`src/rtl/led_status_conditioner_pkg.sv`:
```
// Shared encodings, default timing constants and update-FSM state type for the
// front-panel LED status conditioner.
package led_pkg;

  localparam logic [2:0] ACC_IDLE       = 3'b000;
  localparam logic [2:0] ACC_READ       = 3'b110;
  localparam logic [2:0] ACC_WRITE      = 3'b101;
  localparam int         ACC_ACTIVE_BIT = 2;

  localparam logic [23:0] DEF_HOLD_CYCLES   = 24'd2_400_000;
  localparam logic [23:0] DEF_UPDATE_CYCLES = 24'd1_048_576;

  localparam logic [11:0] PAGE_DEC_MAX = 12'd999;
  localparam logic [3:0]  BCD_LAST_ITER = 4'd11;

  typedef enum logic [1:0] {
    UPD_IDLE = 2'b00,
    UPD_CONV = 2'b01,
    UPD_LOAD = 2'b10
  } upd_state_t;

  function automatic logic [3:0] bcd_add3(input logic [3:0] d);
    return (d >= 4'd5) ? (d + 4'd3) : d;
  endfunction

  // Three BCD digits cannot represent anything above 999.
  function automatic logic [11:0] dec_saturate(input logic [11:0] v);
    return (v > PAGE_DEC_MAX) ? PAGE_DEC_MAX : v;
  endfunction

endpackage

```
`src/rtl/led_status_conditioner_bin2bcd_seq.sv`:
```
// Sequential 12-bit double-dabble: one adjust+shift per cycle, 12 iterations,
// start/done handshake, result held on bcd until the next start.
module bin2bcd_seq
  import led_pkg::*;
(
  input  logic        clk,
  input  logic        rst,
  input  logic        start,
  input  logic [11:0] bin,
  output logic        done,
  output logic [11:0] bcd
);

  logic [23:0] r_shift;
  logic [3:0]  r_iter;
  logic        r_busy;
  logic        r_done;
  logic [11:0] w_adj;
  logic [23:0] w_shift_nxt;

  assign w_adj = {bcd_add3(r_shift[23:20]), bcd_add3(r_shift[19:16]), bcd_add3(r_shift[15:12])};
  assign w_shift_nxt = {w_adj[10:0], r_shift[11:0], 1'b0};

  always_ff @(posedge clk or posedge rst) begin
    if (rst) begin
      r_shift <= 24'd0;
      r_iter  <= 4'd0;
      r_busy  <= 1'b0;
      r_done  <= 1'b0;
    end else begin
      r_done <= 1'b0;
      if (r_busy) begin
        r_shift <= w_shift_nxt;
        if (r_iter == BCD_LAST_ITER) begin
          r_busy <= 1'b0;
          r_done <= 1'b1;
          r_iter <= 4'd0;
        end else begin
          r_iter <= r_iter + 4'd1;
        end
      end else if (start) begin
        r_shift <= {12'h000, dec_saturate(bin)};
        r_busy  <= 1'b1;
        r_iter  <= 4'd0;
      end
    end
  end

  assign done = r_done;
  assign bcd  = r_shift[23:12];

endmodule

```
`src/rtl/led_status_conditioner.sv`:
```
// Conditions raw emulator status for the front-panel driver: stretches ACCTYPE,
// rate-limits page updates. Decimal page display under LED_STATUS_DECIMAL_PAGE_EN.
module led_status_conditioner
  import led_pkg::*;
#(
  parameter logic [23:0] HOLD_CYCLES   = DEF_HOLD_CYCLES,
  parameter logic [23:0] UPDATE_CYCLES = DEF_UPDATE_CYCLES
) (
  input  logic        MCLK,
  input  logic        RST,
  input  logic        nWAIT_IN,
  input  logic        ACC_STROBE,
  input  logic [2:0]  ACCTYPE_IN,
  input  logic [11:0] PAGE_IN,
  output logic        nWAIT,
  output logic [2:0]  ACCTYPE,
  output logic [11:0] CURRPAGE,
  output logic        PAGE_UPD
);

  localparam logic [23:0] HOLD_LOAD = HOLD_CYCLES - 24'd1;
  localparam logic [23:0] TICK_LAST = UPDATE_CYCLES - 24'd1;

  logic        r_nwait;
  logic [2:0]  r_acctype;
  logic [23:0] r_hold_cnt;
  logic [23:0] r_tick_cnt;
  logic [11:0] r_page_pending;
  logic        r_pending_valid;
  logic [11:0] r_currpage;
  logic        r_page_upd;
  upd_state_t  r_state;
  upd_state_t  w_state_nxt;
  logic        w_tick;
  logic        w_consume;
  logic        w_load;
  logic [11:0] w_load_val;

  always_ff @(posedge MCLK or posedge RST) begin
    if (RST) begin
      r_nwait <= 1'b1;
    end else begin
      r_nwait <= nWAIT_IN;
    end
  end

  // A strobe always reloads the hold, so the most recent access wins.
  always_ff @(posedge MCLK or posedge RST) begin
    if (RST) begin
      r_acctype  <= ACC_IDLE;
      r_hold_cnt <= 24'd0;
    end else if (ACC_STROBE) begin
      r_acctype  <= ACCTYPE_IN;
      r_hold_cnt <= HOLD_LOAD;
    end else if (r_hold_cnt != 24'd0) begin
      r_hold_cnt <= r_hold_cnt - 24'd1;
    end else begin
      r_acctype  <= ACCTYPE_IN;
    end
  end

  assign w_tick = (r_tick_cnt == TICK_LAST);

  always_ff @(posedge MCLK or posedge RST) begin
    if (RST) begin
      r_tick_cnt <= 24'd0;
    end else if (w_tick) begin
      r_tick_cnt <= 24'd0;
    end else begin
      r_tick_cnt <= r_tick_cnt + 24'd1;
    end
  end

  // A strobe coinciding with a consume refills the slot after the old value is taken.
  always_ff @(posedge MCLK or posedge RST) begin
    if (RST) begin
      r_page_pending  <= 12'h000;
      r_pending_valid <= 1'b0;
    end else if (ACC_STROBE) begin
      r_page_pending  <= PAGE_IN;
      r_pending_valid <= 1'b1;
    end else if (w_consume) begin
      r_pending_valid <= 1'b0;
    end
  end

  always_ff @(posedge MCLK or posedge RST) begin
    if (RST) begin
      r_state <= UPD_IDLE;
    end else begin
      r_state <= w_state_nxt;
    end
  end

`ifdef LED_STATUS_DECIMAL_PAGE_EN
  logic        w_conv_done;
  logic [11:0] w_bcd;

  bin2bcd_seq u_bin2bcd (
    .clk   (MCLK),
    .rst   (RST),
    .start (w_consume),
    .bin   (r_page_pending),
    .done  (w_conv_done),
    .bcd   (w_bcd)
  );

  assign w_load_val = w_bcd;
`else
  logic [11:0] r_consumed;

  always_ff @(posedge MCLK or posedge RST) begin
    if (RST) begin
      r_consumed <= 12'h000;
    end else if (w_consume) begin
      r_consumed <= r_page_pending;
    end
  end

  assign w_load_val = r_consumed;
`endif

  // Ticks are only honoured in IDLE, so a tick during conversion leaves pending data alone.
  always_comb begin
    w_state_nxt = r_state;
    w_consume   = 1'b0;
    w_load      = 1'b0;
    case (r_state)
      UPD_IDLE: begin
        if (w_tick && r_pending_valid) begin
          w_consume = 1'b1;
`ifdef LED_STATUS_DECIMAL_PAGE_EN
          w_state_nxt = UPD_CONV;
`else
          w_state_nxt = UPD_LOAD;
`endif
        end else begin
          w_consume   = 1'b0;
          w_state_nxt = UPD_IDLE;
        end
      end
      UPD_CONV: begin
`ifdef LED_STATUS_DECIMAL_PAGE_EN
        if (w_conv_done) begin
          w_state_nxt = UPD_LOAD;
        end else begin
          w_state_nxt = UPD_CONV;
        end
`else
        w_state_nxt = UPD_IDLE;
`endif
      end
      UPD_LOAD: begin
        w_load      = 1'b1;
        w_state_nxt = UPD_IDLE;
      end
      default: begin
        w_state_nxt = UPD_IDLE;
      end
    endcase
  end

  always_ff @(posedge MCLK or posedge RST) begin
    if (RST) begin
      r_currpage <= 12'h000;
      r_page_upd <= 1'b0;
    end else begin
      r_page_upd <= 1'b0;
      if (w_load) begin
        r_currpage <= w_load_val;
        r_page_upd <= (w_load_val != r_currpage);
      end
    end
  end

  assign nWAIT    = r_nwait;
  assign ACCTYPE  = r_acctype;
  assign CURRPAGE = r_currpage;
  assign PAGE_UPD = r_page_upd;

endmodule
```
`config.mk`:
```
export PLATFORM = sky130hd
export DESIGN_NAME = led_status_conditioner
export DESIGN_NICKNAME = d
export VERILOG_FILES = /design/src/rtl/led_status_conditioner_pkg.sv /design/src/rtl/led_status_conditioner_bin2bcd_seq.sv /design/src/rtl/led_status_conditioner.sv
export SDC_FILE = /design/constraint.sdc
export NUM_CORES = 1
export LEC_CHECK = 0
export CAP_MARGIN = 15
export CELL_PAD_IN_SITES_DETAIL_PLACEMENT = 1
export CELL_PAD_IN_SITES_GLOBAL_PLACEMENT = 1
export CORE_MARGIN = 2
export CORE_UTILIZATION = 45
export DETAILED_ROUTE_END_ITERATION = 8
export GPL_TIMING_DRIVEN = 0
export PLACE_DENSITY_LB_ADDON = 0.1
export REMOVE_ABC_BUFFERS = 1
export SYNTH_ARGS = -nofsm -noshare
export SYNTH_HDL_FRONTEND = slang
export SYNTH_SLANG_ARGS = --single-unit
```
`constraint.sdc`:
```
create_clock -name MCLK -period 3.6 [get_ports MCLK]
set_input_delay 0.36 -clock MCLK [delete_from_list [all_inputs] [get_ports MCLK]]
set_output_delay 0.36 -clock MCLK [all_outputs]
set_load 0.1 [all_outputs]
```
# Word level (Yosys, flattened, before mapping)
# Index checks and enable logic that the tools add are counted.
dict set report totals {
  memories 0
  input_bits 19
  output_inout_bits 17
  mem_bits_rw 0
  register_bits 92
  mem_bits_ro 0
  word_cells 34
  latch_bits 0
}
dict set report classes {
  bitwise_logic 0
  n_mux 13
  mul 0
  n_eq_ne 4
  magnitude_cmp 0
  add_sub_neg 2
  shifts 0
  n_div 0
  n_reduce_logical 5
}
# op n
set ops {}
lappend ops {{$mux W24} 3}
lappend ops {{$add A24 B1 Y24 const B} 1}
lappend ops {{$eq A24 B20 Y1 const B} 1}
lappend ops {{$reduce_bool A24 Y1} 1}
lappend ops {{$sub A24 B1 Y24 const B} 1}
lappend ops {{$ne A12 B12 Y1} 1}
lappend ops {{$mux W1} 6}
lappend ops {{$mux W3} 2}
lappend ops {{$mux W2} 2}
lappend ops {{$reduce_bool A2 Y1} 2}
lappend ops {{$eq A2 B2 Y1 const B} 1}
lappend ops {{$logic_not A2 Y1} 1}
lappend ops {{$ne A2 B2 Y1 const B} 1}
lappend ops {{$logic_and A1 B1 Y1} 1}

# Logic depth before layout (Yosys ltp)
dict set report logic_depth {
  depth_word 6
  depth_mapped 7
  depth_no_buf 7
}

# Worst setup path before layout
# Ideal clock, no wire load.
dict set report synth_path {
  path_kind {register to register}
  start {register r_hold_cnt[15]}
  end {register r_hold_cnt[4]}
  t_required_ps 3468
  setup_time_ps 132
  period_less_slack_ps 2246
  setup_slack_ps 1354
  arrival_time_ps 2114
  n_path_buf 1
  stages_incl_launch_ff 7
  path_cell_list {dfrtp_1 -> or4_4 -> or3_1 -> buf_4 -> nor3_4 -> nor3_1 -> or3b_1}
}
dict set report synth_between {
  elab_chain_cells 2
}
# element line_no
set synth_lines {}
lappend synth_lines {{from (decl)} led_status_conditioner.sv:26} ;# logic [23:0] r_hold_cnt;
lappend synth_lines {{from (signal assigned)} led_status_conditioner.sv:56} ;# r_hold_cnt <= r_hold_cnt - 24'd1;
lappend synth_lines {{$reduce_bool A24 Y1} led_status_conditioner.sv:55} ;# end else if (r_hold_cnt != 24'd0) begin
lappend synth_lines {{$reduce_bool A2 Y1 (no source line)} n/a}
# Every way passes these cells.
# A chain may end at the register's enable or synchronous reset.

# Final worst setup path
dict set report layout_path {
  start {register r_hold_cnt[7]}
  end {register r_hold_cnt[4]}
}
# The elaborated chain is that of the path after synthesis.

==> out/metrics.cfg <==
[clock_network]
root_buffer = clkbuf_8
clkSlewWorstSetupHoldPaths_ns = 0.10
cts_htree_levels = 3
hold_buffers = 0
clk_path_buf_depth = 2
cts.sinks = 91
cts_buffers = 9
cts_resized = 0
cts_tree = built
cts_setup_buffers = 0
clock_latency_ns = 0.36

[detailed_routing]
drt-initial-drc-count = 37
remaining_drc_errors = 0
routed_wl_um = 8340
drtAntennaViolNets = 0
routed_via_density = 5.559
wl_per_cell_um = 16.65
drtPass1Iterations = 4
via_count = 2785

[sta]
setup_viol = 0
worst_slew_pin_slew_ns = 0.9947
rsz0062_at_grt = false
finalMaxSlewViolations = 0
max_freq_ghz = 0.3945
fin_crit_sh_pct = 70.41
clock_skew_ns = 0.01444
relSlewSlack_pct = 33.48
holdWs_ns = 0.3231
fin_crit_ns = 2.535
finalSetupTns_ns = 0
hold_viol_final = 0
finalWorstSetupSlack_ns = 1.065

[worst_setup_path]
end_kind = flop
cp_max_fo = 8
cp.required_ns = 3.83
crit_type = flop to flop
crit_arrival_ns = 2.77
r2r_cells = 5
cp-start-kind = flop

[synthesis]
ys.flop_type = dfrtp_1
netlist_instances = 350
postSynthAreaPerCell_um2 = 11.77
synth-async-reset-ratio_pct = 100.0
synth_top_cell_by_area = dfrtp_1
yosysSeqAreaShare_pct = 55.32
synthTopCellsByArea = dfrtp_1 (55%), mux2_2 (11%), xnor2_1 (6.6%), xor2_1 (2.6%), nor2_1 (2.4%)
synth-seq-cells = 91
synth_edf_count = 0
synth_area_um2 = 4119
synth_cell_types = 45
yosysWarnings = 0
synth_top_area_share_pct = 54.68

[placement]
numPortBuffers = 35
dp_hpwl_um = 5706
pre_cts_ws_ns = 1.087
gp_congestion = 0.7219

[pwr]
power_density_nw_per_um2 = 407.4
ir_drop_mv = 0.1948
p_leak_uw = 0.001995

[die]
die_w_um = 99.67
die_y_um = 99.67
ios = 36
core-area_um2 = 8806
rows = 34
dieArea_um2 = 9934
initial_core_util_pct = 46.77

[finish]
layout_common_cells = dfrtp_1 (90), mux2_2 (41), clkdlybuf4s50_1 (34)
final_common_cell = dfrtp_1
num-nets-final = 410
layout-drive-gt1-share_pct = 17.81
area_growth_pct = 17.16
diodes = 0

[flow_run]
cap_viol_max_count = 0

[grt]
first_global_vias = 3014
grt_max_degree = 67
antenna_found_initial = 0
grt_use_total_pct = 18.77
grt_pass1_wl_um = 14650
grt_overflow = 0

[min_path]
hp-class = input pin to asynchronous set/reset pin

[status]
status = complete, no violations

==> metal layers <==
layer  up-vias  GRT usage, %  share of wire (%)
met2        29         32.33                 51
met3         7         4.146                2.8
met1      1434         23.57                 45
met5         -             0                  0
li1       1315             -                  -
met4         0         6.006                1.1
==> critical path: stages (launching register included) <==
cell	delay, ns
dfrtp_1	0.46
nor4_1	0.48
nand4_1	0.52
nor3_4	0.51
nor3_1	0.08
or3b_1	0.35
==> final timing paths <==
kind	end	slack [ns]	from
max	r_hold_cnt[4]$_DFFE_PP0P_	1.07	r_hold_cnt[7]$_DFFE_PP0P_
min	r_hold_cnt[19]$_DFFE_PP0P_	0.32	RST
max reg2reg	r_hold_cnt[4]$_DFFE_PP0P_	1.07	r_hold_cnt[7]$_DFFE_PP0P_
min reg2reg	r_tick_cnt[14]$_DFF_PP0_	0.49	r_tick_cnt[14]$_DFF_PP0_
max in group asynchronous	r_page_pending[6]$_DFFE_PP0P_	2.65	RST
min in group MCLK	nWAIT$_DFF_PP1_	0.41	nWAIT_IN
==> where the power goes <==
part / internal, uW / total (uW) / switching (uW)
logic: 46.0 / 120 / 74.3
registers: 1040 / 1050 / 11.3
clock network: 417 / 793 / 376
==> synth_stat cells (2+ instances only) <==
cell / number
and4_1: 4
dfrtp_1: 90
nand4_1: 11
ha_1: 3
o21ai_0: 7
xnor2_1: 31
a2111oi_0: 2
or4_1: 4
mux2_2: 41
o31ai_1: 5
nor4_1: 6
a21oi_1: 8
nor3_1: 9
and3_1: 5
o31a_1: 2
or3_1: 9
nand2_1: 18
clkbuf_1: 8
nor2_1: 26
nor2b_1: 5
xor2_1: 12
and2_1: 4
nand3_1: 13
o21ai_2: 2
inv_1: 5
==> sequential cells by signal, indices dropped and copies added, names as in the netlist <==
| register | flops |
|---|---|
| ACCTYPE | 3 |
| r_tick_cnt | 24 |
| r_hold_cnt | 24 |
| r_pending_valid | 1 |
| CURRPAGE | 12 |
| r_page_pending | 12 |
| PAGE_UPD | 1 |
| r_consumed | 12 |
| nWAIT | 1 |
| r_state | 1 |
==> layout make-up <==
| class | count | area (um2) |
|---|---|---|
| fill | 944 | 3980 |
| tap | 108 | 135.1 |
| sequential | 91 | 2278 |
| clock buffer | 10 | 137.6 |
| inverter | 6 | 25.02 |
| clock inverter | 6 | 95.09 |
| multi-input combinational | 243 | 1777 |
| timing repair buffer | 37 | 377.9 |
==> through the flow <==
| step | instances | utilization [%] | cell area [um2] | total power (uW) |
|---|---|---|---|---|
| final | 501 | 54.80 | 4826 | 1966 |
| after floorplan | 340 | - | 4078 | 1143 |
| after CTS | 501 | 54.80 | 4826 | 1992 |
| after global placement | 483 | 51.82 | 4563 | 1189 |
| after global routing | 501 | 54.80 | 4826 | 2048 |
| after detailed placement | 485 | 52.16 | 4593 | 1198 |
==> kinds of logic (layout without fill, tap and decap cells) <==
kind of cell	after synthesis	count (layout)	synth area share, %
DFF	91	91	55.32
muxes	42	42	11.45
adders and majority gates	3	3	0.9114
buffers and inverters	16	59	1.549
AOI/OAI and AO/OA	29	29	4.648
and+or+nand+nor	126	126	16.98
xor gates and xnor gates	43	43	9.143
Power figures use the tool's default switching activity.
